$ cat src/rtl/cls_recovery_seq.sv
`default_nettype none
// ============================================================================
// Module   : cls_recovery_seq
// Purpose  : Recovery sequencer for a triple-core lockstep cluster. On an
//            accepted compare fault the cluster is held in reset, given a
//            settle interval, then released. Too many faults inside one
//            observation window park the cluster in LOCKOUT until cleared.
// Ports    : clk_i          - single clock
//            rst_ni         - asynchronous active-low reset
//            fault_i        - lockstep mismatch flag (level)
//            fault_src_i    - per-core disagreement vector, valid with fault_i
//            clear_i        - request to leave LOCKOUT
//            rst_cls_no     - active-low reset to the cores and compare unit
//            recovering_o   - high in RESET or SETTLE
//            lockout_o      - high in LOCKOUT
//            fault_count_o  - accepted faults, saturating at 255
//            last_src_o     - fault_src_i captured at the last accepted fault
// Revision : 1.0 - initial release
// ============================================================================
module cls_recovery_seq #(
    parameter int RST_CYCLES    = 16,
    parameter int SETTLE_CYCLES = 4,
    parameter int WINDOW_CYCLES = 1024,
    parameter int MAX_FAULTS    = 3
) (
    input  logic       clk_i,
    input  logic       rst_ni,
    input  logic       fault_i,
    input  logic [2:0] fault_src_i,
    input  logic       clear_i,
    output logic       rst_cls_no,
    output logic       recovering_o,
    output logic       lockout_o,
    output logic [7:0] fault_count_o,
    output logic [2:0] last_src_o
);

    localparam int C_CNT_MAX = (RST_CYCLES > SETTLE_CYCLES) ? RST_CYCLES : SETTLE_CYCLES;
    localparam int C_CNT_W   = (C_CNT_MAX > 1) ? $clog2(C_CNT_MAX) : 1;
    localparam int C_WIN_W   = $clog2(WINDOW_CYCLES);

    localparam logic [C_CNT_W-1:0] C_RST_LOAD    = C_CNT_W'(RST_CYCLES - 1);
    localparam logic [C_CNT_W-1:0] C_SETTLE_LOAD = C_CNT_W'(SETTLE_CYCLES - 1);
    localparam logic [C_WIN_W-1:0] C_WIN_LAST    = C_WIN_W'(WINDOW_CYCLES - 1);
    localparam logic [3:0]         C_MAX_FAULTS  = 4'(MAX_FAULTS);

    typedef enum logic [1:0] {
        ST_RESET   = 2'd0,
        ST_SETTLE  = 2'd1,
        ST_RUN     = 2'd2,
        ST_LOCKOUT = 2'd3
    } state_t;

    state_t               r_state;
    state_t               w_state_next;
    logic [C_CNT_W-1:0]   r_cnt;
    logic                 r_fault_q;
    logic [3:0]           r_win_cnt;
    logic                 r_win_active;
    logic [C_WIN_W-1:0]   r_win_timer;

    logic                 w_accept;
    logic                 w_expire;
    logic [3:0]           w_win_base;
    logic [3:0]           w_win_inc;

    // Only a rising edge of fault_i while in RUN is a new fault; a level that
    // was already high when RUN was entered never produces an edge.
    assign w_accept = (r_state == ST_RUN) && fault_i && !r_fault_q;

    // The window timer is frozen in LOCKOUT, so it cannot expire there.
    assign w_expire = r_win_active && (r_win_timer == C_WIN_LAST) && (r_state != ST_LOCKOUT);

    // Expiry is applied before a coincident fault is counted.
    assign w_win_base = w_expire ? 4'd0 : r_win_cnt;
    assign w_win_inc  = w_win_base + 4'd1;

    always_comb begin
        w_state_next = r_state;
        case (r_state)
            ST_RESET:   if (r_cnt == '0) w_state_next = ST_SETTLE;
            ST_SETTLE:  if (r_cnt == '0) w_state_next = ST_RUN;
            ST_RUN:     if (w_accept)
                            w_state_next = (w_win_inc == C_MAX_FAULTS) ? ST_LOCKOUT : ST_RESET;
            ST_LOCKOUT: if (clear_i) w_state_next = ST_RESET;
            default:    w_state_next = ST_RESET;
        endcase
    end

    always_ff @(posedge clk_i or negedge rst_ni) begin
        if (!rst_ni) begin
            r_state       <= ST_RESET;
            r_cnt         <= C_RST_LOAD;
            r_fault_q     <= 1'b0;
            r_win_cnt     <= 4'd0;
            r_win_active  <= 1'b0;
            r_win_timer   <= '0;
            rst_cls_no    <= 1'b0;
            recovering_o  <= 1'b1;
            lockout_o     <= 1'b0;
            fault_count_o <= 8'd0;
            last_src_o    <= 3'd0;
        end else begin
            r_state   <= w_state_next;
            r_fault_q <= fault_i;

            // Outputs are decoded from the next state so they line up with it.
            rst_cls_no   <= (w_state_next == ST_SETTLE) || (w_state_next == ST_RUN);
            recovering_o <= (w_state_next == ST_RESET)  || (w_state_next == ST_SETTLE);
            lockout_o    <= (w_state_next == ST_LOCKOUT);

            // Phase counter reloads on every state change, otherwise counts down.
            if (w_state_next != r_state) begin
                case (w_state_next)
                    ST_RESET:  r_cnt <= C_RST_LOAD;
                    ST_SETTLE: r_cnt <= C_SETTLE_LOAD;
                    default:   r_cnt <= '0;
                endcase
            end else if (r_cnt != '0) begin
                r_cnt <= r_cnt - C_CNT_W'(1);
            end

            // Fault-rate window.
            if (r_state == ST_LOCKOUT) begin
                if (clear_i) begin
                    r_win_cnt    <= 4'd0;
                    r_win_active <= 1'b0;
                    r_win_timer  <= '0;
                end
            end else if (w_accept) begin
                r_win_cnt <= w_win_inc;
                if (w_win_base == 4'd0) begin
                    r_win_active <= 1'b1;
                    r_win_timer  <= '0;
                end else begin
                    r_win_timer <= r_win_timer + C_WIN_W'(1);
                end
            end else if (w_expire) begin
                r_win_cnt    <= 4'd0;
                r_win_active <= 1'b0;
                r_win_timer  <= '0;
            end else if (r_win_active) begin
                r_win_timer <= r_win_timer + C_WIN_W'(1);
            end

            if (w_accept) begin
                last_src_o <= fault_src_i;
                if (fault_count_o != 8'hFF)
                    fault_count_o <= fault_count_o + 8'd1;
            end
        end
    end

endmodule
`default_nettype wire

$ cat config.mk
export PLATFORM = sky130hd
export DESIGN_NAME = cls_recovery_seq
export DESIGN_NICKNAME = d
export VERILOG_FILES = /design/src/rtl/cls_recovery_seq.sv
export SDC_FILE = /design/constraint.sdc
export NUM_CORES = 1
export LEC_CHECK = 0
export CAP_MARGIN = 20
export CORE_MARGIN = 4
export CORE_UTILIZATION = 53
export CTS_CLUSTER_DIAMETER = 150
export DETAILED_ROUTE_END_ITERATION = 16
export DONT_BUFFER_PORTS = 1
export PLACE_DENSITY = 0.71
export SYNTH_ARGS = -nofsm -noshare
export SYNTH_HDL_FRONTEND = slang
export SYNTH_SLANG_ARGS = --single-unit
$ cat constraint.sdc
create_clock -name clk_i -period 3.4 [get_ports clk_i]
set_input_delay 0.17 -clock clk_i [delete_from_list [all_inputs] [get_ports clk_i]]
set_output_delay 0.17 -clock clk_i [all_outputs]
set_load 0.005 [all_outputs]
==> results.ini, run 1 <==
[drt]
drc=0
drt-total-wl_um=3970
viasPerCell=5.84
vias=1471
ant_nets=0
avgRoutedWirePerCell_um=15.8
drtIter0Drc=111
drt_pre_antenna_iters=6

[die]
initial_core_util=0.550
num_rows=22
fp.dieH_um=69.6
fp.dieW_um=69.6
io_pins=21
dieArea_um2=4850
core-area_um2=3660

[job]
drv_cap=0

[clock_tree]
post_cts_buffers=0
post_cts_resized=0
cts_max_path_buffers=2
cts_sinks=36
postCtsHoldBufs=5
cts_root_buf=clkbuf_8
cts_buffers=5
insertion_delay_ps=290
cts_tree=done
h-tree-depth=2
clk_pin_slew_ps=70

[pwr]
pwr-share-clk=0.203
combPwrFrac=0.370
p_sw_frac=0.388
ir_worst_vdd_mv=0.623
power.internal_w=0.00110
p_leak_nw=0.992
p_seq_frac=0.427
p_per_area_nw_per_um2=814
switchingPower_w=0.000694

[worst_setup_path]
cp_data_arrival_time_ps=3350
cp_slowest_cell=dfrtp_1
r2r_cells=13
critPathMaxFanout=11
worst-path-stages=13
critPathKind=reg -> reg
critPathCaptureType=flip-flop
cp_data_required_time_ps=3600
start_kind=flip-flop
path_common_cell=ha_1
worst-path-buf-inv=2
slowest_delay_ps=390
cp_cell_sequence=ha_1, and3_1, nand4_2, nand2_1, inv_1, ha_1, nor4b_1, o21ai_1, o211ai_1, inv_1, ha_1, nor2_1, a21oi_1
rrSetupSlack_ps=250
crit_family=simple AND/OR/NAND/NOR gates
r2r_end=r_cnt[2]
reg2reg_from=r_win_timer[0]

[synth]
ys_warn_count=0
synth.distinct_cells=59
synth_edf_count=0
synth_area_um2=2010
dominantRegCellSynth=dfrtp_1
ys_ff_latch=36
postSynthCellCount=198
ys_async_sr_fraction=1.00
syn_nets=213
syn_area_per_cell_um2=10.2
seq_area_frac_synth=0.451

[layout]
multi_input_area_um2=1010
n_antenna_cell=0
final.fill_count=304
fin_cells=252
syn_to_final_growth_pct=9.14
final_layout_size_suffix_gt1_frac=0.137
nets=218
final-seq-area_um2=907

[timing]
fmax_ghz=0.317
slew_violations=0
finalCritPeriodShare=0.927
finClkSkew_ps=2.74
setup-tns-final_ps=0
worst_slew_pin_slew_ps=784
fin_crit_ps=3150
finalHoldViolations=0
setup_viol=0
rsz0062_at_grt=false
relSlewSlack=0.477

[min_path]
min_path_type=in -> reg
hp-start=clear_i
whs_path_depth=3
min_to=r_win_cnt[3]

[global_routing]
grt_pass1_wl_um=6840
grt_max_degree=37
top_usage_layer=met2
grt_usage=0.173
overflow=0
use_met2=0.272
met3_usage=0.0551
grt_pass1_vias=1470
antenna_found_initial=0
gr-usage-met1=0.225

[run_status]
status=completed

[placed_design]
gp_congestion=0.813
hpwl_um=2790
dp.cells=238
portBuffers=0

-- registers in the layout, summed over array words and instances, names as in the netlist --
register,flops
fault_count_o,8
r_fault_q,1
lockout_o,1
r_win_cnt,4
r_win_active,1
rst_cls_no,1
r_cnt,4
r_win_timer,10
recovering_o,1
last_src_o,3
r_state,2
-- Yosys cell counts (2+ instances only) --
cell type  number  area [um2]
a21oi_1         8        40.0
dfstp_2         5         131
mux2_2          2        22.5
nor2_1          7        26.3
xnor2_1         5        43.8
buf_4           3        22.5
and3_1          7        43.8
and2_1          2        12.5
nand3_1         3        15.0
dfrtp_1        31         776
inv_1          10        37.5
nand2_1        26        97.6
nor3_1          3        15.0
o211ai_1        3        22.5
o21ai_0         3        15.0
o21ai_1        11        55.1
buf_2           4        20.0
ha_1            8         100
nand4_1         5        31.3
o31ai_1         2        15.0
a31oi_1         7        43.8
nand2b_1        2        12.5
xor2_1          4        35.0
nor2b_1         2        12.5
-- power by group through the flow --
stage / logic [W] / registers (W) / clock network [W]
after floorplan: 0.000555 / 0.000721 / 0
after global placement: 0.000619 / 0.000758 / 0
after detailed placement: 0.000644 / 0.000773 / 0
after CTS: 0.000665 / 0.000764 / 0.000370
after global routing: 0.000758 / 0.000785 / 0.000396
final: 0.000662 / 0.000764 / 0.000363
-- area by class of cell --
cell class	instances	share of cell area
multi-input cells	144	0.462
clock inverters	2	0.0159
repair buffers	6	0.0319
well taps	48	0.0273
inverters	10	0.0171
flip-flops and latches	36	0.413
clock buffers	6	0.0330
-- placed cells by master, fill, tap and decap left out, drive strengths merged, types with 2 or more instances in the layout --
cell type    Yosys  final
nor3             3      3
dlygate4sd3      0      5
o31ai            3      3
dfstp            5      5
a21oi            9      9
xor2             4      4
mux2             2      2
and4             2      2
a31o             2      2
o21ai           14     14
clkbuf           0      6
and3             7      7
and2             2      2
dfrtp           31     31
nand4            7      7
o21a             2      2
nand3            3      3
nor2             9      9
o211ai           3      3
nor2b            2      2
nor3b            2      2
nand2           27     27
xnor2            5      5
ha               8      8
inv             10     10
a31oi            8      8
nand2b           2      2
-- logic make-up (layout without fill, tap and decap cells) --
group           after synthesis  in the layout  synth area share
compound gates               51             51             0.186
simple gates                 73             73             0.213
mux                           3              3            0.0162
fa+ha+maj                     8              8            0.0497
xor+xnor                      9              9            0.0392
flops                        36             36             0.451
buf+inv                      18             24            0.0454
-- stage by stage --
step                      utilization  power, W  hold WS, ps  setup slack, ps  instance area (um2)
after global placement          0.552   0.00138         -124              676                 2020
after global routing            0.600   0.00194          160              107                 2200
after CTS                       0.597   0.00180         2.15              432                 2190
after detailed placement        0.552   0.00142         -124              473                 2020
final                           0.600   0.00179          149              249                 2200
after floorplan                     -   0.00128         -126              919                 2010
-- worst min-delay path: cells and delay by family --
family / cells / cell delay (ps)
simple gates: 1 / 40
compound gates: 2 / 190
-- routing by layer --
metal | up-vias | share of wire
met4 | 0 | 0.015
met5 | - | 0
li1 | 724 | -
met3 | 8 | 0.049
met1 | 704 | 0.46
met2 | 35 | 0.48
-- worst max-delay path by stage --
stage	from	end
after detailed placement	r_win_timer[0]	r_cnt[2]
after floorplan	r_win_timer[0]	r_cnt[2]
final	r_win_timer[0]	r_cnt[2]
after global routing	r_win_timer[0]	r_cnt[2]
after global placement	r_win_timer[0]	r_cnt[2]
after CTS	r_win_timer[0]	r_cnt[2]
Power figures use the tool's default switching activity.
==> run 2, diff against run 1 <==
Settings changed: CORE_UTILIZATION 53 to 62, PLACE_DENSITY 0.71 to 0.81.
==> run 2 against run 1 <==
Compared with the run above:
- non-clock buffer count did not move
- count of clock-buffer cells in the layout unchanged
- critical endpoint unchanged
- sequential power barely moved
- hold slack worse by 50 ps
- fmax up 7.7%
- register-to-register slack improved by 230 ps
- die area is 13% lower
- critical path depth unchanged
- combinational power decreased by 0.9%
- largest cell class unchanged
==> results.ini, run 2 (synthesis results as in run 1) <==
[layout]
post-route-util=0.702  ; was 0.600
largestRegisters=r_win_timer (10), fault_count_o (8)  ; unchanged
final_layout_size_suffix_gt1_frac=0.137  ; unchanged
syn_to_final_growth_pct=7.33  ; was 9.14%
fin_cells=248  ; was 252
nets=218  ; unchanged
largest_register_ffs=10  ; unchanged
final_cell_mix=31 x dfrtp_1, 26 x nand2_1, 11 x o21ai_1  ; unchanged
stdcell_area_um2=2160  ; was 2200 um2
regMostFlops=r_win_timer  ; unchanged
final_common_cell=dfrtp_1  ; unchanged
n_antenna_cell=0  ; unchanged

[pwr]
p_leak_nw=0.979  ; was 0.992 nW
switchingPower_w=0.000680  ; was 0.000694 W
p_sw_frac=0.398  ; was 0.388
p_per_area_nw_per_um2=791  ; was 814 nW/um2
p_seq_frac=0.445  ; was 0.427
ir_worst_vdd_mv=0.572  ; was 0.623 mV
pwr-share-clk=0.172  ; was 0.203
combPwrFrac=0.383  ; was 0.370
power.internal_w=0.00103  ; was 0.00110 W

[timing]
final.setup.worst_slack_ps=474  ; was 249 ps
fmax_ghz=0.342  ; was 0.317 GHz
worst_slew_pin_slew_ps=821  ; was 784 ps
setup_viol=0  ; unchanged
finalHoldViolations=0  ; unchanged
finClkSkew_ps=9.83  ; was 2.74 ps
finalCritPeriodShare=0.860  ; was 0.927
fin_crit_ps=2930  ; was 3150 ps
relSlewSlack=0.453  ; was 0.477
setup-tns-final_ps=0  ; unchanged
rsz0062_at_grt=false  ; unchanged
slew_violations=0  ; unchanged

[drt]
drt-total-wl_um=3730  ; was 3970 um
drt_pre_antenna_iters=4  ; was 6
avgRoutedWirePerCell_um=15.1  ; was 15.8 um
drc=0  ; unchanged
viasPerCell=5.99  ; was 5.84
drtIter0Drc=148  ; was 111
vias=1486  ; was 1471
ant_nets=0  ; unchanged

[clock_tree]
insertion_delay_ps=340  ; was 290 ps
cts_root_buf=clkbuf_4  ; was clkbuf_8
cts_tree=done  ; unchanged
cts_sinks=36  ; unchanged
cts_buffers=5  ; unchanged
h-tree-depth=2  ; unchanged
post_cts_buffers=0  ; unchanged
clk_pin_slew_ps=110  ; was 70 ps
cts_max_path_buffers=2  ; unchanged

[worst_setup_path]
start_kind=flip-flop  ; unchanged
critPathMaxFanout=11  ; unchanged
rrSetupSlack_ps=470  ; was 250 ps
r2r_cells=13  ; unchanged
cp_slowest_cell=dfrtp_1  ; unchanged
reg2reg_from=r_win_timer[0]  ; unchanged
critPathKind=reg -> reg  ; unchanged
cp_data_arrival_time_ps=3200  ; was 3350 ps
cp_data_required_time_ps=3670  ; was 3600 ps
path_common_cell=ha_1  ; unchanged
r2r_end=r_cnt[2]  ; unchanged
critPathCaptureType=flip-flop  ; unchanged
cp_cell_sequence=ha_1, and3_1, nand4_2, nand2_1, inv_1, ha_1, nor4b_1, o21ai_1, o211ai_1, inv_1, ha_1, nor2_1, a21oi_1  ; unchanged
slowest_delay_ps=400  ; was 390 ps
timing.critical_path.from=r_win_timer[0]  ; unchanged

[die]
core-area_um2=3080  ; was 3660 um2
fp.dieW_um=65.0  ; was 69.6 um
fp.dieH_um=65.0  ; was 69.6 um
io_pins=21  ; unchanged
dieArea_um2=4220  ; was 4850 um2
num_rows=20  ; was 22
initial_core_util=0.654  ; was 0.550

[global_routing]
grt_pass1_vias=1457  ; was 1470
overflow=0  ; unchanged
grt_max_degree=37  ; unchanged
grt_usage=0.207  ; was 0.173
antenna_found_initial=0  ; unchanged
grt_pass1_wl_um=6740  ; was 6840 um

[placed_design]
gp_congestion=0.852  ; was 0.813
pre_cts_slack_ps=514  ; was 473 ps
dp.cells=234  ; was 238
dpl-instance-area_um2=2010  ; was 2020 um2
portBuffers=0  ; unchanged
hpwl_um=2610  ; was 2790 um

[job]
drv_cap=0  ; unchanged

[min_path]
hp-start=clear_i  ; unchanged
whs_path_depth=3  ; unchanged
min_to=r_win_cnt[3]  ; unchanged
min_path_type=in -> reg  ; unchanged

[run_status]
status=completed  ; unchanged

## run 2: cell type report
class / instances / area, um2
inverters: 10 / 37.5
flip-flops and latches: 36 / 907
well taps: 44 / 55.1
clock inverters: 2 / 35.0
fillers: 235 / 917
multi-input cells: 144 / 1010
clock buffers: 6 / 41.3
repair buffers: 6 / 70.1
## run 2: layer usage
layer | part of all wire | vias up | track usage | wire (um)
met4 | 0.010 | 0 | 0.0528 | 39
met2 | 0.48 | 46 | 0.335 | 1780
met3 | 0.062 | 6 | 0.0676 | 231
met1 | 0.45 | 709 | 0.268 | 1690
li1 | - | 725 | - | -
met5 | 0 | - | 0 | 0
## run 2: power groups by stage
stage	Clock [W]	Combinational (W)	Sequential, W
final	0.000293	0.000656	0.000761
after global routing	0.000327	0.000751	0.000789
after CTS	0.000306	0.000656	0.000760
after detailed placement	0	0.000636	0.000768
after global placement	0	0.000612	0.000761
after floorplan	0	0.000555	0.000721
## run 2: worst max-delay path: cells and delay by family, from the launching register on
kind / cells / cell delay, ps
AO/OA/AOI/OAI: 3 / 400
adder cells (fa/ha/maj): 3 / 630
buffers and inverters: 2 / 200
flip-flops: 1 / 400
AND/OR/NAND/NOR: 5 / 1230
## run 2: stage by stage
step           hold slack, ps  power, W
5_1_grt                   102   0.00187
6_report                 99.6   0.00171
3_5_place_dp             -124   0.00140
3_3_place_gp             -125   0.00137
2_1_floorplan            -126   0.00128
4_1_cts                  76.4   0.00172
## run 2: worst max path at each step
stage / to / depth (start not counted)
floorplan: r_cnt[2] / 14
global placement: r_cnt[2] / 12
detailed placement: r_cnt[2] / 13
CTS: r_cnt[2] / 13
global route: r_cnt[2] / 13
finish: r_cnt[2] / 13
## run 2: timing repair
| action | 4_1_cts | 5_1_grt |
|---|---|---|
| gates resized for setup | 0 | 0 |
| hold buffers | 6 | 0 |
| hold endpoints to repair | 40 | 0 |
